### src/rtl/spi_slave.sv
// rtl/spi_slave.sv - SPI target with clk-domain oversampling, all cpol/cpha modes, RX/TX byte FIFOs

module spi_slave_fifo #(
   parameter int DEPTH = 8
) (
   input  logic       clk,
   input  logic       rst_n,
   input  logic       push,
   input  logic [7:0] wdata,
   input  logic       pop,
   output logic [7:0] rdata,
   output logic       full,
   output logic       empty
);
   localparam int AW = $clog2(DEPTH);
   localparam logic [AW-1:0] PTR_ONE  = 1;
   localparam logic [AW:0]   CNT_ONE  = 1;
   localparam logic [AW:0]   CNT_FULL = (AW+1)'(DEPTH);

   logic [7:0]    mem [DEPTH];
   logic [AW-1:0] wptr, rptr;
   logic [AW:0]   count, count_n;
   logic          do_push, do_pop;

   assign do_push = push & ~full;
   assign do_pop  = pop & ~empty;
   assign rdata   = mem[rptr];

   always_comb begin
      count_n = count;
      if (do_push) count_n = count_n + CNT_ONE;
      if (do_pop)  count_n = count_n - CNT_ONE;
   end

   always_ff @(posedge clk or negedge rst_n) begin
      if (!rst_n) begin
         for (int i = 0; i < DEPTH; i++) mem[i] <= '0;
         wptr  <= '0;
         rptr  <= '0;
         count <= '0;
         empty <= 1'b1;
         full  <= 1'b0;
      end else begin
         if (do_push) begin
            mem[wptr] <= wdata;
            wptr      <= wptr + PTR_ONE;
         end
         if (do_pop) rptr <= rptr + PTR_ONE;
         count <= count_n;
         empty <= (count_n == '0);
         full  <= (count_n == CNT_FULL);
      end
   end
endmodule

module spi_slave #(
   parameter int FIFO_SIZE   = 8,
   parameter int SYNC_STAGES = 2
) (
   input  logic       clk,
   input  logic       rst_n,
   input  logic       ss,
   input  logic       sck,
   input  logic       mosi,
   output logic       miso,
   output logic       miso_oe,
   input  logic       cpol,
   input  logic       cpha,
   output logic       busy,
   output logic       rx_overrun,
   output logic       tx_underrun,
   output logic       rx_fifo_full,
   output logic       rx_fifo_empty,
   output logic [7:0] rx_fifo_rdata,
   input  logic       rx_fifo_pop,
   output logic       tx_fifo_full,
   output logic       tx_fifo_empty,
   input  logic [7:0] tx_fifo_wdata,
   input  logic       tx_fifo_push
);
   typedef enum logic {IDLE, SELECTED} state_t;

   state_t                 state;
   logic [SYNC_STAGES-1:0] ss_sync, sck_sync, mosi_sync;
   logic                   ss_s, sck_s, mosi_s, ss_q, sck_q;
   logic                   ss_fall, lead, trail;
   logic                   cpol_l, cpha_l;
   logic [3:0]             bit_cnt;
   logic [6:0]             rx_shift, tx_shift;
   logic                   load_req, rx_done, tx_pop, rx_push;
   logic [7:0]             tx_rdata, load_byte, rx_wdata;

   assign ss_s    = ss_sync[SYNC_STAGES-1];
   assign sck_s   = sck_sync[SYNC_STAGES-1];
   assign mosi_s  = mosi_sync[SYNC_STAGES-1];
   assign busy    = ~ss_s;
   assign ss_fall = ss_q & ~ss_s;
   assign lead    = (sck_s ^ sck_q) & (sck_s != cpol_l);
   assign trail   = (sck_s ^ sck_q) & (sck_s == cpol_l);

   always_ff @(posedge clk or negedge rst_n) begin
      if (!rst_n) begin
         ss_sync   <= '1;
         sck_sync  <= '0;
         mosi_sync <= '0;
         ss_q      <= 1'b1;
         sck_q     <= 1'b0;
      end else begin
         ss_sync   <= {ss_sync[SYNC_STAGES-2:0], ss};
         sck_sync  <= {sck_sync[SYNC_STAGES-2:0], sck};
         mosi_sync <= {mosi_sync[SYNC_STAGES-2:0], mosi};
         ss_q      <= ss_s;
         sck_q     <= sck_s;
      end
   end

   // cpha=1 fetches its first byte on the first leading edge, so selection only preloads for cpha=0
   always_comb begin
      load_req = 1'b0;
      rx_done  = 1'b0;
      if (state == IDLE) begin
         load_req = ss_fall & ~cpha;
      end else if (!ss_s) begin
         if (!cpha_l) begin
            rx_done  = lead & (bit_cnt == 4'd7);
            load_req = trail & (bit_cnt == 4'd8);
         end else begin
            load_req = lead & (bit_cnt == 4'd0);
            rx_done  = trail & (bit_cnt == 4'd7);
         end
      end
   end

   assign tx_pop    = load_req & ~tx_fifo_empty;
   assign load_byte = tx_fifo_empty ? 8'h00 : tx_rdata;
   assign rx_push   = rx_done & ~rx_fifo_full;
   assign rx_wdata  = {rx_shift, mosi_s};

   always_ff @(posedge clk or negedge rst_n) begin
      if (!rst_n) begin
         state       <= IDLE;
         miso        <= 1'b0;
         miso_oe     <= 1'b0;
         rx_overrun  <= 1'b0;
         tx_underrun <= 1'b0;
         cpol_l      <= 1'b0;
         cpha_l      <= 1'b0;
         bit_cnt     <= '0;
         rx_shift    <= '0;
         tx_shift    <= '0;
      end else begin
         rx_overrun  <= rx_done & rx_fifo_full;
         tx_underrun <= load_req & tx_fifo_empty;
         case (state)
            IDLE: begin
               miso    <= 1'b0;
               miso_oe <= 1'b0;
               if (ss_fall) begin
                  state    <= SELECTED;
                  cpol_l   <= cpol;
                  cpha_l   <= cpha;
                  bit_cnt  <= '0;
                  rx_shift <= '0;
                  miso_oe  <= 1'b1;
                  if (!cpha) begin
                     tx_shift <= load_byte[6:0];
                     miso     <= load_byte[7];
                  end
               end
            end
            SELECTED: begin
               if (ss_s) begin
                  state   <= IDLE;
                  miso    <= 1'b0;
                  miso_oe <= 1'b0;
                  bit_cnt <= '0;
               end else if (!cpha_l) begin
                  if (lead) begin
                     rx_shift <= {rx_shift[5:0], mosi_s};
                     bit_cnt  <= bit_cnt + 4'd1;
                  end
                  if (trail) begin
                     if (bit_cnt == 4'd8) begin
                        bit_cnt  <= '0;
                        tx_shift <= load_byte[6:0];
                        miso     <= load_byte[7];
                     end else begin
                        miso     <= tx_shift[6];
                        tx_shift <= {tx_shift[5:0], 1'b0};
                     end
                  end
               end else begin
                  if (lead) begin
                     if (bit_cnt == 4'd0) begin
                        tx_shift <= load_byte[6:0];
                        miso     <= load_byte[7];
                     end else begin
                        miso     <= tx_shift[6];
                        tx_shift <= {tx_shift[5:0], 1'b0};
                     end
                  end
                  if (trail) begin
                     rx_shift <= {rx_shift[5:0], mosi_s};
                     bit_cnt  <= (bit_cnt == 4'd7) ? 4'd0 : bit_cnt + 4'd1;
                  end
               end
            end
            default: state <= IDLE;
         endcase
      end
   end

   spi_slave_fifo #(.DEPTH(FIFO_SIZE)) u_rx_fifo (
      .clk   (clk),
      .rst_n (rst_n),
      .push  (rx_push),
      .wdata (rx_wdata),
      .pop   (rx_fifo_pop),
      .rdata (rx_fifo_rdata),
      .full  (rx_fifo_full),
      .empty (rx_fifo_empty)
   );

   spi_slave_fifo #(.DEPTH(FIFO_SIZE)) u_tx_fifo (
      .clk   (clk),
      .rst_n (rst_n),
      .push  (tx_fifo_push),
      .wdata (tx_fifo_wdata),
      .pop   (tx_pop),
      .rdata (tx_rdata),
      .full  (tx_fifo_full),
      .empty (tx_fifo_empty)
   );
endmodule

### config.mk
export PLATFORM = sky130hd
export DESIGN_NAME = spi_slave
export DESIGN_NICKNAME = d
export VERILOG_FILES = /design/src/rtl/spi_slave.sv
export SDC_FILE = /design/constraint.sdc
export NUM_CORES = 1
export LEC_CHECK = 0
export ABC_AREA = 1
export CORE_ASPECT_RATIO = 1.1
export CORE_MARGIN = 5
export CORE_UTILIZATION = 50
export DETAILED_ROUTE_END_ITERATION = 10
export HOLD_SLACK_MARGIN = 0.05
export PLACE_DENSITY = 0.69
export SYNTH_ARGS = -nofsm -noshare
export SYNTH_HDL_FRONTEND = slang
export SYNTH_SLANG_ARGS = --single-unit
### constraint.sdc
create_clock -name clk -period 2.7 [get_ports clk]
set_input_delay 0.27 -clock clk [delete_from_list [all_inputs] [get_ports clk]]
set_output_delay 0.27 -clock clk [all_outputs]
set_load 0.05 [all_outputs]
======== Word-level counts from Yosys, hierarchy flattened ========
Index checks and enable logic that the tools add are counted.
operators by class
  add/subtract/negate cells ............... 9
  $lt $le $gt $ge ......................... 6
  equality and inequality tests ........... 17
  reduce and logical (&&, ||, !) cells .... 10
  muxes and demuxes ....................... 61
  bitwise operators ....................... 28
operators by type and width
  operator             count
  $bwmux 64            2
  $mux 7               13
  $mux 8               7
  $bmux 8 s3           2
  $demux 8 s3          2
  $mux 4               12
  $pmux 7 s2           2
  $mux 1               17
  $and 1x1->1          16
  $ge 4x4->1 const B   4
  $not 3->4            4
  $add 3x1->3 const B  4
  $add 4x1->4 const B  3
  $eq 4x4->1 const B   3
  $logic_not 4->1      3
  $lt 4x1->1 const B   2
  $ne 4x4->1 const B   2
  $pmux 4 s2           1
  $sub 4x1->4 const B  2
  $not 1->1            7
  $ne 2x2->1 const B   3
  $ne 3x1->1 const B   2
  $ne 3x3->1 const B   2
  $pmux 1 s2           3
  10 further kinds     13
storage, ports and cells
  output and inout port bits .............. 17
  logic and storage cells ................. 172
  register bits after elaboration ......... 185

======== Logic depth before layout (Yosys ltp) ========
Gate-level depths: netlist of run 1.
  word-level depth ........................ 12
  mapped depth ............................ 16

======== Modules after synthesis ========
A second synthesis of run 1 with hierarchy kept.
unflattened totals
  cells, all modules ...................... 1068
  area, all modules ....................... 8833.5 um^2
modules (own cells, without submodules)
  module                      seq. area each (um^2)  instances  cells each  area an instance (um^2)
  spi_slave_fifo (u_rx_fifo)  1903.1                 1          425         3528.4
  spi_slave_fifo (u_tx_fifo)  1903.1                 1          425         3527.1
  spi_slave                   829.5                  1          218         1778.0

======== Worst setup path before layout of run 1 ========
OpenSTA, ideal clock, no wires.
  path kind ............................... register to register
  start point ............................. register ss_sync[1]
  end point ............................... register u_rx_fifo.full
  data required time ...................... 2579 ps
  arrival ................................. 2163 ps
  clock period less this slack ............ 2285 ps
  path buffers ............................ 0
  slack ................................... 415 ps
  stages on the path, launching flop included .. 13
  cells stage by stage .................... dfstp_2 inv_2 nand2_1 nor2_4 nand4_4 o21ai_1 inv_1 ha_1 or2_2 nand2_1 nor2_1 nand2_1 a21oi_1
between the ends
  longest elaborated chain between the ends .. 8
ends and longest elaborated chain
  what                      RTL line  source
  start: declaration        84        logic [SYNC_STAGES-1:0] ss_sync, sck_sync, mosi_sync;
  start signal: assignment  109       ss_sync <= {ss_sync[SYNC_STAGES-2:0], ss};
  $mux 1 *                  123       end else if (!ss_s) begin
  $mux 1 *                  121       if (state == IDLE) begin
  $and 1x1->1 *             136       assign rx_push = rx_done & ~rx_fifo_full;
  $and 1x1->1 *             25        assign do_push = push & ~full;
  $mux 4 *                  31        if (do_push) count_n = count_n + CNT_ONE;
  $sub 4x1->4               32        if (do_pop) count_n = count_n - CNT_ONE;
  $mux 4 *                  32
  via u_rx_fifo.count_n[1]  22        logic [AW:0] count, count_n;
  $eq 4x4->1 *              51        full <= (count_n == CNT_FULL);
  end signal: assignment    51
  end: declaration          12        output logic full,
Mark *: on every way through the listed nets, which the timed path passes. The rest lies on a longest branch.
A chain may end at the register's enable or synchronous reset.

======== Worst setup path after layout of run 1 ========
  start point ............................. register u_rx_fifo.rptr[0]
  end point ............................... output rx_fifo_rdata[5]
between the ends
  longest elaborated chain between the ends .. 4
ends and longest elaborated chain
  what                                        RTL line  source
  start: declaration                          21        logic [AW-1:0] wptr, rptr;
  start signal: assignment                    48        if (do_pop) rptr <= rptr + PTR_ONE;
  $not 3->4 (not written as such)             27        assign rdata = mem[rptr];
  $bmux 8 s3                                  27
  $mux 8 (not written as such) (2 in series)  27
  end: declaration                            74        output logic [7:0] rx_fifo_rdata,
Every way passes these cells. The select of a mux whose other input is x is not followed.

==> reports/results.ini, run 1 <==
[clock_network]
cts.clk_slew.worst_paths_ps=80
cts_buffer_depth=2
cts.sinks=185
cts_htree_levels=4
cts-root-buf=clkbuf_16
cts_buffers=17
clock_latency_ps=440
cts_setup_buffers=0
cts_tree=yes

[yosys]
ys_ff_latch=185
synthFlopType=dfrtp_1
synth.area.top_cells=dfrtp_1, o21ai_0, nand2_1
synthSimpleGateAreaFrac_pct=19.0
synth_compound_area_share_pct=17.7
syn_inst=1008
syn_nets=1035
synth-adder-area-share_pct=1.47
seq_area_frac_synth_pct=54.5
muxShareOfSynthArea_pct=0
yosysTopAreaCell=dfrtp_1
yosysWarnings=0
synth_top_area_share_pct=52.9
netlist_area_sq_um=8510
syn_avg_cell_area_sq_um=8.44
synth_edf_count=0
ys_types=38
async_reset_ff_share_pct=100
synth_xor_area_share_pct=1.13
synth_top_family_by_area=simple AND/OR/NAND/NOR gates

[global_routing]
grt_pass1_wl_um=32700
overflow=0
grt_max_degree=61
grt_pass1_vias=6558
grtUsageTotal_pct=20.7
antenna_found_initial=0

[worst_setup_path]
path_cells=inv_1 -> o21ai_0 -> o22ai_1 -> nor2_1 -> a31oi_1 -> buf_4
end_kind=primary output
cp_slowest_cell=inv_1
critPathMaxStageDelay_ps=500
cp-start-kind=flip-flop
crit_required_ps=2430
crit_type=reg -> out
cp.arrival_ps=2190
cp_max_fo=22

[sta]
finalClockSkew_ps=13.3
finalHoldViolations=0
worstMarginPinSlew_ps=685
holdWs_ps=248
fin_crit_ps=2460
rsz0062_at_grt=false
fmax_mhz=407
slew_violations=0
tns_ps=0
finalCritPeriodShare_pct=91.0
slew-limit-headroom_pct=54.3
final-setup-viol-count=0

[power_and_ir_drop]
ir_worst_vdd_v=0.000530
leakagePower_nw=4.49
power_per_cell_area_nw_per_um2=1070

[die]
die_h_um=147
die_area_sq_um=19700
die_x_um=134
start_util_pct=50.4
boundaryPins=34
coreArea_sq_um=16900
fp-row-count=50

[drt]
drc=0
viasPerCell=5.35
first_pass_iters=5
dr.first_iter.drc_count=663
via_count=6784
post_drt_wl_per_cell_um=15.1
ant_nets=0
drt-total-wl_um=19100

[place]
dp_hpwl_um=12800
gp_congestion=0.851
portBuffers=33

[hold_path]
hold_class=in -> reg

[flow_run]
max_cap_violations=0

[layout]
final_nets=1073
multi_input_comb_area_sq_um=3340
drive_gt1_share_pct=9.25
area_growth_syn_to_layout_pct=13.8
diodes=0
regArea_sq_um=4640
fillers=1574

[run_status]
status=complete, no violations

[worst max-delay path, delay by kind of cell, from the launching register on]
family | cells | cell delay, ps
buffers and inverters | 2 | 730
AO/OA/AOI/OAI | 3 | 560
flip-flops | 1 | 380
AND/OR/NAND/NOR | 1 | 60
[per-layer routing]
metal / vias up / track usage, % / routed length (um)
met5: - / 0 / 0
met2: 147 / 35.9 / 9660
li1: 3394 / - / -
met4: 0 / 6.98 / 372
met1: 3213 / 26.4 / 8440
met3: 30 / 3.05 / 655
[repair_timing]
item,4_1_cts,5_1_grt
hold buffers,1,0
endpoints found under the hold margin,56,0
resized for setup,0,0
[state kept, by name, indices dropped and copies added, names as in the netlist, 2 cells and up]
| name | count |
|---|---|
| u_tx_fifo.mem | 64 |
| u_rx_fifo.rptr | 3 |
| sck_sync | 2 |
| u_rx_fifo.count | 4 |
| bit_cnt | 4 |
| u_tx_fifo.wptr | 3 |
| u_rx_fifo.mem | 64 |
| rx_shift | 7 |
| u_tx_fifo.rptr | 3 |
| u_tx_fifo.count | 4 |
| mosi_sync | 2 |
| ss_sync | 2 |
| tx_shift | 7 |
| u_rx_fifo.wptr | 3 |
[area by class of cell]
| class | count | area share (%) |
|---|---|---|
| Timing Repair Buffer | 57 | 5.39 |
| Clock inverter | 15 | 1.60 |
| Sequential cell | 185 | 47.9 |
| Tap cell | 208 | 2.69 |
| Inverter | 92 | 3.56 |
| Clock buffer | 17 | 4.39 |
| Multi-Input combinational cell | 693 | 34.5 |
[final timing paths]
check / start / to / slack [ps] / depth (start not counted)
max in group asynchronous: rst_n / u_tx_fifo.mem[33]$_DFFE_PN0P_ / 1500 / 3
hold reg to reg: sck_sync[0]$_DFF_PN0_ / sck_sync[1]$_DFF_PN0_ / 350 / 0
hold / removal: ss / ss_sync[0]$_DFF_PN1_ / 250 / 1
setup / recovery: u_rx_fifo.rptr[0]$_DFFE_PN0P_ / rx_fifo_rdata[5] / 240 / 6
min in group asynchronous: rst_n / u_rx_fifo.full$_DFF_PN0_ / 370 / 2
setup reg to reg: bit_cnt[0]$_DFFE_PN0P_ / u_rx_fifo.full$_DFF_PN0_ / 390 / 12
[logic make-up after synthesis]
kind of cell | Yosys count
buf+inv | 130
compound gates | 290
xor+xnor | 11
flops | 185
simple gates | 382
fa+ha+maj | 10
[synthesized netlist by cell type (4+ instances only)]
cell	number
inv_1	87
dfrtp_1	180
xor2_1	9
nor2_1	121
buf_6	4
a31oi_1	11
o21ai_1	67
o22ai_1	18
ha_1	10
nand2_2	14
buf_2	7
nand3_1	27
a21oi_1	34
clkbuf_1	24
o21ai_0	154
nand2_1	203
dfstp_2	5
[layout by cell type, fill, tap and decap left out, types with 2 or more instances in the layout]
| cell | synthesis | layout |
|---|---|---|
| dfstp_2 | 5 | 5 |
| clkinv_8 | 0 | 3 |
| nand4_1 | 2 | 2 |
| clkinv_1 | 2 | 2 |
| clkdlybuf4s50_1 | 0 | 24 |
| inv_2 | 3 | 3 |
| nand2_1 | 203 | 203 |
| nor2_1 | 121 | 121 |
| buf_12 | 0 | 2 |
| a31oi_1 | 11 | 11 |
| dfrtp_1 | 180 | 180 |
| xnor2_1 | 2 | 2 |
| nor3_2 | 3 | 3 |
| buf_4 | 1 | 29 |
| o22ai_1 | 18 | 18 |
| inv_6 | 0 | 7 |
| ha_1 | 10 | 10 |
| nand3_1 | 27 | 27 |
| o21ai_1 | 67 | 67 |
| a21oi_1 | 34 | 34 |
| o21ai_0 | 154 | 154 |
| nor2_4 | 3 | 3 |
| clkbuf_16 | 0 | 17 |
| inv_1 | 87 | 87 |
| clkinv_4 | 0 | 3 |
| nor3_1 | 2 | 2 |
| xor2_1 | 9 | 9 |
| nand2_2 | 14 | 14 |
| or2_2 | 2 | 2 |
[where the power goes]
| part | internal (mW) | switching, mW |
|---|---|---|
| clock | 1.23 | 1.20 |
| sequential | 3.46 | 0.465 |
| combinational | 1.37 | 2.63 |
[per-stage QoR]
stage          power, mW  cell area (sq um)  cells  setup WS (ps)  util [%]
2_1_floorplan       6.73               8510   1008            415         -
3_3_place_gp        7.89               9100   1234            461      53.9
3_5_place_dp        7.98               9100   1234            381      53.9
4_1_cts             10.4               9690   1267            239      57.3
5_1_grt             11.2               9690   1267           63.2      57.3
6_report            10.4               9690   1267            244      57.3
No activity file was read; power rests on OpenSTA's default activity.
==> run 2: changes to the inputs <==
SKIP_LAST_GASP = 1   (was unset)
==> results of run 2 <==
The final DEF is identical to that of run 1; final timing and power are the same.
